[config.mk]
export PLATFORM = sky130hd
export DESIGN_NAME = alu_result_serializer_flat
export DESIGN_NICKNAME = d
export VERILOG_FILES = /design/src/rtl/alu_result_serializer_pkg.sv /design/src/rtl/alu_result_serializer_if.sv /design/src/rtl/alu_res_hold_reg.sv /design/src/rtl/alu_result_serializer.sv /design/src/flat_wrapper.sv
export SDC_FILE = /design/constraint.sdc
export NUM_CORES = 1
export LEC_CHECK = 0
export ABC_AREA = 0
export BUFFER_PORTS_ARGS = -buffer_cell sky130_fd_sc_hd__clkbuf_2
export CORE_ASPECT_RATIO = 0.8
export CORE_MARGIN = 5
export CORE_UTILIZATION = 31
export CTS_BUF_LIST = sky130_fd_sc_hd__clkbuf_8
export CTS_CLUSTER_DIAMETER = 30
export DETAILED_ROUTE_END_ITERATION = 8
export PLACE_DENSITY_LB_ADDON = 0.08
export RECOVER_POWER = 25
export SLEW_MARGIN = 25
export SYNTH_ARGS = -nofsm -noshare
export SYNTH_HDL_FRONTEND = slang
export SYNTH_SLANG_ARGS = --single-unit
[constraint.sdc]
create_clock -name CLK -period 5.3 [get_ports CLK]
set_input_delay 1.06 -clock CLK [delete_from_list [all_inputs] [get_ports CLK]]
set_output_delay 1.06 -clock CLK [all_outputs]
set_load 0.05 [all_outputs]
[src/rtl/alu_result_serializer_pkg.sv]
// Shared definitions for the ALU result serializer: FSM state encoding and byte-count helpers.
// Imported by the interface, the holding register and the top level.
package alu_result_serializer_pkg;

  localparam int WIDTH_DEF = 16;

  typedef enum logic [1:0] {
    ST_IDLE    = 2'd0,
    ST_PRESENT = 2'd1,
    ST_DRAIN   = 2'd2
  } state_e;

  function automatic int nbytes(input int width);
    return width / 8;
  endfunction

  // The byte counter needs at least one bit, even when a result is a single byte.
  function automatic int cnt_width(input int n_bytes);
    return (n_bytes > 1) ? $clog2(n_bytes) : 1;
  endfunction

endpackage

[src/rtl/alu_result_serializer_if.sv]
// Handshake bundle between the ALU result register, the serializer and UART_TX.
// The master side is the surrounding system (ALU plus UART); the slave side is the serializer.
interface alu_result_serializer_if
  import alu_result_serializer_pkg::*;
#(
  parameter int Width = WIDTH_DEF
);
  logic [Width-1:0] ALU_OUT;
  logic             OUT_Valid;
  logic             TX_Busy;
  logic [7:0]       TX_P_DATA;
  logic             TX_D_VLD;

  modport master (
    output ALU_OUT, OUT_Valid, TX_Busy,
    input  TX_P_DATA, TX_D_VLD
  );

  modport slave (
    input  ALU_OUT, OUT_Valid, TX_Busy,
    output TX_P_DATA, TX_D_VLD
  );
endinterface

[src/rtl/alu_res_hold_reg.sv]
// One-entry holding buffer for a pending ALU result while the shifter is still sending.
// A simultaneous read and write replaces the entry and leaves it full.
module alu_res_hold_reg
  import alu_result_serializer_pkg::*;
#(
  parameter int Width = WIDTH_DEF
) (
  input  logic             CLK,
  input  logic             RST,
  input  logic             wr,
  input  logic             rd,
  input  logic [Width-1:0] din,
  output logic             full,
  output logic [Width-1:0] dout
);

  always_ff @(posedge CLK) begin
    if (!RST) begin
      full <= 1'b0;
    end else if (wr) begin
      full <= 1'b1;
    end else if (rd) begin
      full <= 1'b0;
    end
  end

  // NOTE: the data word is qualified by 'full', so it carries no reset; only control state is reset.
  always_ff @(posedge CLK) begin
    if (wr) begin
      dout <= din;
    end
  end

endmodule

[src/rtl/alu_result_serializer.sv]
// Serializes each valid ALU result LSB-byte-first onto the UART_TX parallel handshake,
// with a one-deep holding buffer so back-to-back results do not stall the ALU.
module alu_result_serializer
  import alu_result_serializer_pkg::*;
#(
  parameter int Width = WIDTH_DEF
) (
  input  logic                  CLK,
  input  logic                  RST,
  alu_result_serializer_if.slave bus,
  input  logic                  ERR_Clr,
  output logic                  Busy,
  output logic                  Frame_Done,
  output logic                  OVR_Err
);

  localparam int NBYTES = nbytes(Width);
  localparam int CNT_W  = cnt_width(NBYTES);
  localparam logic [CNT_W-1:0] LAST_CNT = CNT_W'(NBYTES - 1);

  state_e           state;
  logic [Width-1:0] shift_q;
  logic [CNT_W-1:0] cnt_q;
  logic [7:0]       tx_data_q;
  logic             tx_vld_q;
  logic             frame_done_q;
  logic             ovr_err_q;

  logic             hold_full;
  logic [Width-1:0] hold_data;
  logic             hold_wr;
  logic             hold_rd;

  logic             idle;
  logic             last_done;
  logic             load_direct;
  logic             drop;
  logic [Width-1:0] load_word;
  logic [Width-1:0] next_shift;

  // NOTE: every signal in this block is assigned on every pass, so no latch can be inferred.
  always_comb begin
    idle        = (state == ST_IDLE);
    last_done   = (state == ST_DRAIN) && !bus.TX_Busy && (cnt_q == LAST_CNT);
    hold_rd     = hold_full && (idle || last_done);
    load_direct = idle && !hold_full && bus.OUT_Valid;
    // A held result always goes ahead of a newly arriving one.
    load_word   = hold_full ? hold_data : bus.ALU_OUT;
    next_shift  = shift_q >> 8;
    hold_wr     = bus.OUT_Valid && !load_direct && (!hold_full || hold_rd);
    drop        = bus.OUT_Valid && !load_direct && hold_full && !hold_rd;
  end

  alu_res_hold_reg #(.Width(Width)) u_hold (
    .CLK  (CLK),
    .RST  (RST),
    .wr   (hold_wr),
    .rd   (hold_rd),
    .din  (bus.ALU_OUT),
    .full (hold_full),
    .dout (hold_data)
  );

  // NOTE: state registers use non-blocking assignments so every flop samples pre-edge values.
  always_ff @(posedge CLK) begin
    if (!RST) begin
      state        <= ST_IDLE;
      shift_q      <= '0;
      cnt_q        <= '0;
      tx_data_q    <= '0;
      tx_vld_q     <= 1'b0;
      frame_done_q <= 1'b0;
    end else begin
      frame_done_q <= 1'b0;
      case (state)
        ST_IDLE: begin
          if (hold_rd || load_direct) begin
            shift_q   <= load_word;
            cnt_q     <= '0;
            tx_data_q <= load_word[7:0];
            tx_vld_q  <= 1'b1;
            state     <= ST_PRESENT;
          end
        end
        ST_PRESENT: begin
          if (bus.TX_Busy) begin
            tx_vld_q <= 1'b0;
            state    <= ST_DRAIN;
          end
        end
        ST_DRAIN: begin
          if (!bus.TX_Busy) begin
            if (cnt_q != LAST_CNT) begin
              cnt_q     <= cnt_q + CNT_W'(1);
              shift_q   <= next_shift;
              tx_data_q <= next_shift[7:0];
              tx_vld_q  <= 1'b1;
              state     <= ST_PRESENT;
            end else begin
              frame_done_q <= 1'b1;
              if (hold_full) begin
                shift_q   <= hold_data;
                cnt_q     <= '0;
                tx_data_q <= hold_data[7:0];
                tx_vld_q  <= 1'b1;
                state     <= ST_PRESENT;
              end else begin
                state <= ST_IDLE;
              end
            end
          end
        end
        default: state <= ST_IDLE;
      endcase
    end
  end

  // Sticky overrun flag; a new drop outranks a clear in the same cycle.
  always_ff @(posedge CLK) begin
    if (!RST) begin
      ovr_err_q <= 1'b0;
    end else if (drop) begin
      ovr_err_q <= 1'b1;
    end else if (ERR_Clr) begin
      ovr_err_q <= 1'b0;
    end
  end

  assign bus.TX_P_DATA = tx_data_q;
  assign bus.TX_D_VLD  = tx_vld_q;
  assign Frame_Done    = frame_done_q;
  assign OVR_Err       = ovr_err_q;
  assign Busy          = (state != ST_IDLE) | hold_full;

endmodule

[src/flat_wrapper.sv]
// flat-port wrapper written by rule: the top's interface ports become plain ports
module alu_result_serializer_flat import alu_result_serializer_pkg::*;
#(
  parameter int Width = WIDTH_DEF
)
  (CLK, RST, ERR_Clr, Busy, Frame_Done, OVR_Err, bus_ALU_OUT, bus_OUT_Valid, bus_TX_Busy, bus_TX_P_DATA, bus_TX_D_VLD);
  alu_result_serializer_if #(.Width(Width)) bus_i ();
  input  logic CLK;
  input  logic RST;
  input  logic ERR_Clr;
  output logic Busy;
  output logic Frame_Done;
  output logic OVR_Err;
  input wire logic [$bits(bus_i.ALU_OUT)-1:0] bus_ALU_OUT;
  input wire logic [$bits(bus_i.OUT_Valid)-1:0] bus_OUT_Valid;
  input wire logic [$bits(bus_i.TX_Busy)-1:0] bus_TX_Busy;
  output wire logic [$bits(bus_i.TX_P_DATA)-1:0] bus_TX_P_DATA;
  output wire logic [$bits(bus_i.TX_D_VLD)-1:0] bus_TX_D_VLD;
  assign bus_i.ALU_OUT = bus_ALU_OUT;
  assign bus_i.OUT_Valid = bus_OUT_Valid;
  assign bus_i.TX_Busy = bus_TX_Busy;
  assign bus_TX_P_DATA = bus_i.TX_P_DATA;
  assign bus_TX_D_VLD = bus_i.TX_D_VLD;
  alu_result_serializer #(.Width(Width)) u_core (.CLK(CLK), .RST(RST), .bus(bus_i), .ERR_Clr(ERR_Clr), .Busy(Busy), .Frame_Done(Frame_Done), .OVR_Err(OVR_Err));
endmodule
After elaboration in Yosys (flattened, before gate mapping)
Index checks and enable logic that the tools add are counted.
- bits in registers: 47
- bits in latches: 0
- memory bits (writable): 0
- bits in read-only memories: 0
- input bits: 21
- word-level logic and storage cells: 79
- memories kept: 0
- $add $sub $neg: 1
- multiply operators: 0
- divide/modulo/power cells: 0
- $lt $le $gt $ge: 0
- equality and inequality tests: 6
- shift-type cells: 0
- multiplexer cells: 33
- bitwise gates (word level): 3
- reductions and logical operators: 27
- operator list (kind ; number):
    $mux 16 ; 5
    $mux 8 ; 4
    $pmux 16 s2 ; 1
    $pmux 8 s2 ; 1
    $mux 1 ; 15
    $logic_and 1x1->1 ; 9
    $mux 2 ; 4
    $reduce_bool 2->1 ; 4
    $ne 2x2->1 const B ; 3
    $pmux 2 s3 ; 1
    $reduce_and 3->1 ; 2
    $reduce_and 5->1 ; 1
    $logic_not 1->1 ; 4
    $reduce_and 4->1 ; 1
    $logic_or 1x1->1 ; 3
    $ne 3x3->1 const B ; 1
    $pmux 1 s3 ; 1
    $reduce_bool 3->1 ; 1
    $reduce_or 3->1 ; 1
    $eq 2x1->1 const B ; 1
    $eq 2x2->1 const B ; 1
    $logic_not 2->1 ; 1
    $not 1->1 ; 2
    $pmux 1 s2 ; 1
    other kinds (2) ; 2

Depth between registers and ports, before layout
Gate-level depths: netlist of run 1.
- depth after elaboration: 8
- gate-level depth with buffers: 8

Hierarchy
From an unflattened synthesis of run 1, not the netlist that was laid out.
- cells, all modules: 196
- area total of the unflattened synthesis: 2028.2 um2
- modules (own cells, without submodules) (module ; times used ; cells an instance ; area an instance (um2)):
    alu_result_serializer ; 1 ; 177 ; 1506.4
    alu_res_hold_reg ; 1 ; 19 ; 521.8

Least setup slack after synthesis of run 1
Ideal clock, no wire load.
- path kind: input to register
- start point: input bus_TX_Busy
- end point: register u_core.u_hold.dout[0], enable pin
- setup time: 388 ps
- arrival time: 2067 ps
- required time: 4912 ps
- setup slack: 2845 ps
- stages: 3
- buffers on the path: 0
- cells stage by stage: and3b_2 -> nor3b_2 -> nor2_1
- longest elaborated chain between the ends: 7
- RTL lines (item ; line ; RTL):
    start, declared ; flat_wrapper.sv:16 ; input wire logic [$bits(bus_i.TX_Busy)-1:0] bus_TX_Busy;
    $logic_not 1->1 ; alu_result_serializer.sv:44 ; last_done = (state == ST_DRAIN) && !bus.TX_Busy && (cnt_q == LAST_CNT);
    $logic_and 1x1->1 (2 in series) ; alu_result_serializer.sv:44 ;
    $logic_or 1x1->1 ; alu_result_serializer.sv:45 ; hold_rd = hold_full && (idle || last_done);
    $logic_and 1x1->1 ; alu_result_serializer.sv:45 ;
    $logic_or 1x1->1 ; alu_result_serializer.sv:50 ; hold_wr = bus.OUT_Valid && !load_direct && (!hold_full || hold_rd);
    $logic_and 1x1->1 ; alu_result_serializer.sv:50 ;
    via u_core.hold_wr ; alu_result_serializer.sv:31 ; logic hold_wr;
    end signal, assigned ; alu_res_hold_reg.sv:30 ; dout <= din;
    end, declared ; alu_res_hold_reg.sv:14 ; output logic [Width-1:0] dout
The timed path passes the listed nets, and every way through them passes these cells.
A chain may end at the register's enable or synchronous reset.

Worst setup path in the final report of run 1
- start point: register u_core.state[0]
- end point: output Busy
- longest elaborated chain between the ends: 2
- RTL lines (item ; line ; RTL):
    start, declared ; alu_result_serializer.sv:21 ; state_e state;
    start signal, assigned ; alu_result_serializer.sv:67 ; state <= ST_IDLE;
    start signal, assigned ; alu_result_serializer.sv:82 ; state <= ST_PRESENT;
    start signal, assigned ; alu_result_serializer.sv:88 ; state <= ST_DRAIN;
    $reduce_bool 2->1 ; alu_result_serializer.sv:133 ; assign Busy = (state != ST_IDLE) | hold_full;
    $or 1x1->1 ; alu_result_serializer.sv:133 ;
    end, declared ; flat_wrapper.sv:11 ; output logic Busy;
Every way passes these cells.

==> results of run 1 <==
cell usage after synthesis:
| cell type | instances |
|---|---|
| a21oi_1 | 3 |
| nor2b_2 | 1 |
| nor3b_1 | 1 |
| nand2b_1 | 1 |
| edfxtp_1 | 16 |
| and2_1 | 2 |
| and2_4 | 1 |
| o22ai_1 | 1 |
| o2111ai_1 | 8 |
| nor2b_1 | 5 |
| and3b_2 | 1 |
| o311a_1 | 1 |
| o21a_1 | 1 |
| o21ai_1 | 8 |
| nor2_1 | 3 |
| nor4_1 | 1 |
| o21bai_4 | 1 |
| o21ai_2 | 1 |
| buf_1 | 1 |
| nand2_1 | 20 |
| nor2_8 | 1 |
| o211ai_1 | 8 |
| o21ba_1 | 1 |
| o211a_1 | 8 |
| buf_8 | 1 |
| clkbuf_1 | 3 |
| buf_6 | 1 |
| nor3b_2 | 1 |
| o221ai_2 | 1 |
| nand3_2 | 1 |
| o21bai_1 | 2 |
| mux2i_1 | 17 |
| a21oi_2 | 1 |
| and4b_1 | 1 |
| buf_4 | 8 |
| buf_2 | 5 |
| inv_1 | 3 |
| dfxtp_1 | 23 |
| o21ai_0 | 9 |
| ha_1 | 5 |
| mux2_2 | 8 |
registers in the layout (all words and copies together), names as in the netlist:
name and flops:
u_core.Frame_Done 1, u_core.u_hold.dout 16, u_core.cnt_q 1, u_core.bus.TX_P_DATA 7
u_core.OVR_Err 1, u_core.bus.TX_D_VLD 1, u_core.shift_q 9, u_core.state 2
u_core.u_hold.full 1
routing by layer:
metal  up-vias  routed length [um]
met1       723                2016
met3         5                 219
li1        724                   -
met4         0                  46
met5         -                   0
met2        24                2230
layout make-up:
type,count,area [um^2],share of cell area
repair buffers,34,160.2,0.07037
well taps,84,105.1,0.04618
clock buffers,6,82.58,0.03628
clock inverters,2,11.26,0.004948
flip-flops and latches,39,942.2,0.4140
multi-input cells,124,963.4,0.4233
inverters,3,11.26,0.004948
logic make-up after synthesis:
group / Yosys count / synth area share
AOI/OAI and AO/OA: 54 / 0.2010
and+or+nand+nor: 40 / 0.1127
DFF: 39 / 0.4608
muxes: 25 / 0.1275
buffers and inverters: 22 / 0.06740
adders and majority gates: 5 / 0.03064
power by group:
part	total, mW	internal (mW)	switching (mW)	leakage, nW
registers	0.504	0.429	0.0758	0.339
clock network	0.209	0.104	0.105	0.0449
logic	0.617	0.206	0.410	0.463
worst paths after layout:
| check | endpoint | slack, ns | startpoint | depth (start not counted) |
|---|---|---|---|---|
| max | Busy | 2.62 | u_core.state[0] | 4 |
| min | u_core.bus.TX_P_DATA[2] | 0.50 | u_core.bus.TX_P_DATA[2] | 2 |
| max reg2reg | u_core.shift_q[15] | 3.17 | u_core.state[0] | 7 |
| min reg2reg | u_core.bus.TX_P_DATA[2] | 0.50 | u_core.bus.TX_P_DATA[2] | 2 |
tightest hold or removal path, stage by stage (launching register included):
cell	delay (ns)
dfxtp_1	0.31
o211ai_1	0.08
o21ai_1	0.07
layout by cell type, fill, tap and decap left out, types with 3 or more instances in the layout:
cell type and instances:
a21oi_1 3, clkbuf_1 12, clkbuf_2 20, clkbuf_8 6, dfxtp_1 22, edfxtp_1 16, ha_1 5, inv_1 3
mux2_2 8, mux2i_1 17, nand2_1 20, nor2_1 3, nor2b_1 5, o2111ai_1 8, o211a_1 8, o211ai_1 8
o21ai_0 9, o21ai_1 8
metrics by stage:
step	setup slack, ns	hold WS (ns)	total power [mW]	cell area (um^2)	util
finish	2.620	0.5025	1.330	2276	0.3551
global route	2.513	0.5333	1.428	2276	0.3551
CTS	2.282	0.5065	1.355	2290	0.3573
detailed placement	2.602	0.4914	1.141	2196	0.3426
global placement	2.643	0.4907	1.122	2196	0.3426
floorplan	2.845	0.4712	1.027	2042	-
==> results.sh, run 1 <==
export IMPL_syn_num_nets=211
export IMPL_fmax_mhz=373.1
export IMPL_drtPass1Iterations=4
export IMPL_synthCells=185
export IMPL_syn_area_um2=2042
export IMPL_crit_type="flip-flop to output port"
export IMPL_ys_warn_count=0
export IMPL_drt_iter0_markers=58
export IMPL_grt_max_degree=34
export IMPL_fill_cells=657
export IMPL_fin_skew_ns=0.004417
export IMPL_met3_usage=0.02855
export IMPL_ir_worst_vdd_uv=153.8
export IMPL_cp_max_fo=9
export IMPL_synth_top_cell_by_area="edfxtp_1"
export IMPL_cp_slowest_cell="dfxtp_1"
export IMPL_via_per_inst=5.055
export IMPL_gr_total_overflow=0
export IMPL_post_cts_setup_buffer_count=0
export IMPL_rows=26
export IMPL_ys_ff_latch=39
export IMPL_cts_root_buf="clkbuf_8"
export IMPL_clk_pin_slew_ns=0.08
export IMPL_yosysTopAreaCellShare=0.2353
export IMPL_cts_resized_gates=0
export IMPL_slew_violations=0
export IMPL_period_needed_ns=2.680
export IMPL_grt_use_met1=0.1363
export IMPL_finalNetCount=233
export IMPL_fin_crit_sh=0.5056
export IMPL_yosys_top_cells_area="edfxtp_1 (24%), dfxtp_1 (23%), mux2i_1 (8.3%)"
export IMPL_holdBufCountCts=0
export IMPL_worst_setup_path_end_kind="output port"
export IMPL_gp_congestion=0.6813
export IMPL_start_util=0.3186
export IMPL_die_area_um2=8320
export IMPL_die_w_um=100.7
export IMPL_p_leak_nw=0.8464
export IMPL_grt_pass1_vias=1554
export IMPL_yosysSeqAreaShare=0.4608
export IMPL_antenna_found_initial=0
export IMPL_drive_above_1_share=0.2308
export IMPL_path_cells="inv_1 > ha_1 > nand2b_1 > clkbuf_2"
export IMPL_design_core_area_um2=6409
export IMPL_vias=1476
export IMPL_final_cells=292
export IMPL_cts_htree_levels=2
export IMPL_report_final_hold_viol_count=0
export IMPL_crit_required_ns=4.24
export IMPL_tns_ns=0
export IMPL_critPathTopFamily="buffers and inverters"
export IMPL_area_growth_synth_to_final_pct=11.46
export IMPL_grt_pass1_wl_um=7424
export IMPL_use_met2=0.2050
export IMPL_arrival_ns=1.62
export IMPL_grt_busiest_layer="met2"
export IMPL_max_slew_worst_pin_slew_ns=0.6359
export IMPL_grt_usage=0.1149
export IMPL_path_buf_inv=2
export IMPL_syn_avg_cell_area_um2=11.04
export IMPL_cts_buffer_depth=2
export IMPL_max_stage_delay_ns=0.40
export IMPL_ioPinCount=33
export IMPL_diodes=0
export IMPL_die_y_um=82.59
export IMPL_cts_buffers=5
export IMPL_place_hpwl_um=3200
export IMPL_powerDensity_nw_per_um2=584.4
export IMPL_max_cap_violations=0
export IMPL_ant_nets=0
export IMPL_status="finished, final reports clean"
export IMPL_clock_sinks=39
export IMPL_min_path_type="flip-flop to flip-flop"
export IMPL_final_setup_viol_count=0
export IMPL_slew_headroom=0.5755
export IMPL_totalWireLength_um=4512
export IMPL_portBuffers=32
export IMPL_cts_tree="yes"
export IMPL_synthDistinctLibCells=41
export IMPL_drc=0
export IMPL_clock_latency_ns=0.29
export IMPL_rsz0062_at_grt="no"
export IMPL_place_inst=284
export IMPL_wire_per_inst_um=15.45
export IMPL_cp_start_kind="flip-flop"
Note: power is estimated with default switching activity, not from simulation.
==> run 2: changes to the inputs <==
--- a/config.mk
+++ b/config.mk
@@ -5,7 +5,7 @@
 export SDC_FILE = /design/constraint.sdc
 export NUM_CORES = 1
 export LEC_CHECK = 0
-export ABC_AREA = 0
+export ABC_AREA = 1
 export BUFFER_PORTS_ARGS = -buffer_cell sky130_fd_sc_hd__clkbuf_2
 export CORE_ASPECT_RATIO = 0.8
 export CORE_MARGIN = 5
==> constraint.sdc (replaced) <==
create_clock -name CLK -period 2.6 [get_ports CLK]
set_input_delay 0.52 -clock CLK [delete_from_list [all_inputs] [get_ports CLK]]
set_output_delay 0.52 -clock CLK [all_outputs]
set_load 0.05 [all_outputs]
==> run 2 against run 1 <==
Against the previous run: clock skew decreased by 0.00068 ns; via count increased by 17%; count of clock-buffer cells in the layout decreased by 1; clock power increased by 96%; first-iteration DRC count increased by 31%; global-route usage increased by 1.3 points; total power increased by 110%; routed wire length increased by 7.6%; hold slack got worse by 0.083 ns; final cell count increased by 36%; largest cell class is now sequential cells; synthesized cell count increased by 54%.
==> results.sh, run 2 <==
export IMPL_rsz0062_at_grt="no"
export IMPL_antenna_found_initial=0
export IMPL_place_hpwl_um=3461
export IMPL_design_core_area_um2=6376
export IMPL_p_leak_nw=1.115
export IMPL_gr_total_overflow=0
export IMPL_clock_latency_ns=0.29
export IMPL_path_cells="inv_2 > nand2_1 > clkbuf_2"
export IMPL_cts_buffers=5
export IMPL_crit_required_ns=2.08
export IMPL_grt_max_degree=21
export IMPL_die_w_um=100.5
export IMPL_reg2regPathDepth=7
export IMPL_area_growth_synth_to_final_pct=13.13
export IMPL_max_slew_worst_pin_slew_ns=0.4659
export IMPL_syn_avg_cell_area_um2=7.121
export IMPL_final_cell_mix="nand2_1 (77), nor2_1 (48), inv_1 (41)"
export IMPL_portBuffers=32
export IMPL_yosysTopAreaCellShare=0.2367
export IMPL_powerDensity_nw_per_um2=1225
export IMPL_fill_cells=741
export IMPL_max_stage_delay_ns=0.61
export IMPL_min_path_type="input pin to flip-flop"
export IMPL_post_cts_setup_buffer_count=0
export IMPL_cts_buffer_depth=2
export IMPL_cp_num_cells=3
export IMPL_report_final_hold_viol_count=0
export IMPL_grt_usage=0.1280
export IMPL_period_needed_ns=2.063
export IMPL_cp_endpoint="Busy"
export IMPL_vias=1730
export IMPL_synthDistinctLibCells=18
export IMPL_status="finished, final reports clean"
export IMPL_totalWireLength_um=4853
export IMPL_cts_root_buf="clkbuf_8"
export IMPL_start_util=0.3183
export IMPL_drc=0
export IMPL_synth_edf_count=16
export IMPL_fin_crit_sh=0.7934
export IMPL_cp_startpoint="u_core.u_hold.full"
export IMPL_whs_ns=0.4191
export IMPL_cts_htree_levels=2
export IMPL_async_reset_ff_frac=0
export IMPL_final_common_cell="nand2_1"
export IMPL_via_per_inst=4.358
export IMPL_max_cap_violations=0
export IMPL_synth_top_cell_by_area="edfxtp_1"
export IMPL_diodes=0
export IMPL_cts_resized_gates=0
export IMPL_rrSetupSlack_ns=0.73
export IMPL_worst_setup_path_end_kind="output port"
export IMPL_wire_per_inst_um=12.22
export IMPL_yosys_top_cells_area="edfxtp_1 (24%), dfxtp_1 (23%), nand2_1 (14%)"
export IMPL_synthMostInstantiatedCell="nand2_1"
export IMPL_critPathTopFamily="flip-flops"
export IMPL_cp_slowest_cell="dfxtp_1"
export IMPL_cp_start_kind="flip-flop"
export IMPL_path_buf_inv=2
export IMPL_gp_congestion=0.7922
export IMPL_cp_max_fo=13
export IMPL_fin_skew_ns=0.003738
export IMPL_syn_num_nets=311
export IMPL_slew_headroom=0.6894
export IMPL_drive_above_1_share=0.1086
export IMPL_r2r_start="u_core.state[0]"
export IMPL_ys_ff_latch=39
export IMPL_ir_worst_vdd_uv=484.6
export IMPL_ant_nets=0
export IMPL_die_y_um=82.37
export IMPL_grt_pass1_vias=1740
export IMPL_cts_tree="yes"
export IMPL_arrival_ns=1.54
export IMPL_syn_area_um2=2029
export IMPL_synth_top_flop_cell="dfxtp_1"
export IMPL_crit_type="flip-flop to output port"
export IMPL_tns_ns=0
export IMPL_grt_pass1_wl_um=8238
export IMPL_fmax_mhz=484.8
export IMPL_slew_violations=0
export IMPL_largest_register_ffs=16
export IMPL_fin_util=0.3601
export IMPL_clk_pin_slew_ns=0.08
export IMPL_die_area_um2=8275
export IMPL_drtPass1Iterations=4
export IMPL_yosysSeqAreaShare=0.4636
export IMPL_ioPinCount=33
export IMPL_synthCells=285
export IMPL_drt_iter0_markers=76
export IMPL_final_setup_viol_count=0
export IMPL_clock_sinks=39
export IMPL_ys_warn_count=0
export IMPL_largest_register="u_core.u_hold.dout"
export IMPL_finalNetCount=338
export IMPL_synthTopCellsByCount="nand2_1 (77), nor2_1 (48), inv_1 (39), dfxtp_1 (23), o21ai_0 (21)"
export IMPL_rows=26
export IMPL_r2r_end="u_core.shift_q[7]"
export IMPL_holdBufCountCts=0
## run 2: cell count changes in the layout (fill, tap and decap cells not counted), sizes merged, moves of 8 or more
cell     before  now
o211a         8    0
nor2          4   49
mux2          8    0
o2111ai       8    0
inv           3   43
mux2i        17    0
o211ai        8    0
nand2        20   79
o21ai        18   33
nand3         1   15
## run 2: cell type report
| type | instances | area, um^2 | area share |
|---|---|---|---|
| sequential | 39 | 940.9 | 0.4098 |
| multi-input combinational | 188 | 835.8 | 0.3640 |
| timing repair buffer | 37 | 178.9 | 0.07793 |
| inverter | 41 | 153.9 | 0.06703 |
| tap | 84 | 105.1 | 0.04578 |
| clock buffer | 5 | 68.82 | 0.02997 |
| clock inverter | 3 | 12.51 | 0.005450 |
## run 2: how the worst min path moves through the flow
stage                                  from                      end  slack (ns)  depth (start not counted)
finish                       bus_ALU_OUT[8]    u_core.u_hold.dout[8]        0.42                          1
global placement             u_core.OVR_Err           u_core.OVR_Err        0.46                          2
global route                 bus_ALU_OUT[8]    u_core.u_hold.dout[8]        0.41                          1
CTS                         bus_ALU_OUT[10]   u_core.u_hold.dout[10]        0.41                          1
floorplan           u_core.bus.TX_P_DATA[0]  u_core.bus.TX_P_DATA[0]        0.50                          4
detailed placement           u_core.OVR_Err           u_core.OVR_Err        0.48                          2
## run 2: layer usage
metal / up-vias / global-route usage / part of all wire
li1: 927 / - / -
met1: 755 / 0.1766 / 0.52
met2: 40 / 0.1978 / 0.42
met3: 8 / 0.03023 / 0.045
met4: 0 / 0.04172 / 0.011
met5: - / 0 / 0
## run 2: power breakdown
part           switching (mW)  total, mW  internal, mW
registers              0.0864      0.933         0.847
clock network           0.228      0.409         0.181
logic                    1.04       1.47         0.426
## run 2: cells by family (layout without fill, tap and decap cells)
group / Yosys count / in the layout / share of synthesized area
compound gates: 38 / 38 / 0.09371
fa+ha+maj: 5 / 5 / 0.03083
buf+inv: 58 / 86 / 0.1245
flops: 39 / 39 / 0.4636
simple gates: 145 / 145 / 0.2873
## run 2: stage by stage
stage                     setup slack [ns]  area [um^2]  power, mW  cells
final                               0.5373         2296      2.813    397
after global routing                0.4032         2296      3.111    397
after CTS                           0.5075         2315      2.868    397
after detailed placement            0.6914         2233      2.451    389
after global placement              0.6765         2233      2.461    389
after floorplan                     0.3336         2029      2.144    285
## run 2: worst register-to-register path: cells and delay by family, from the launching register on
kind	cells	cell delay (ns)
simple gates	4	0.83
flops	1	0.35
fa+ha+maj	1	0.34
buf+inv	2	0.25
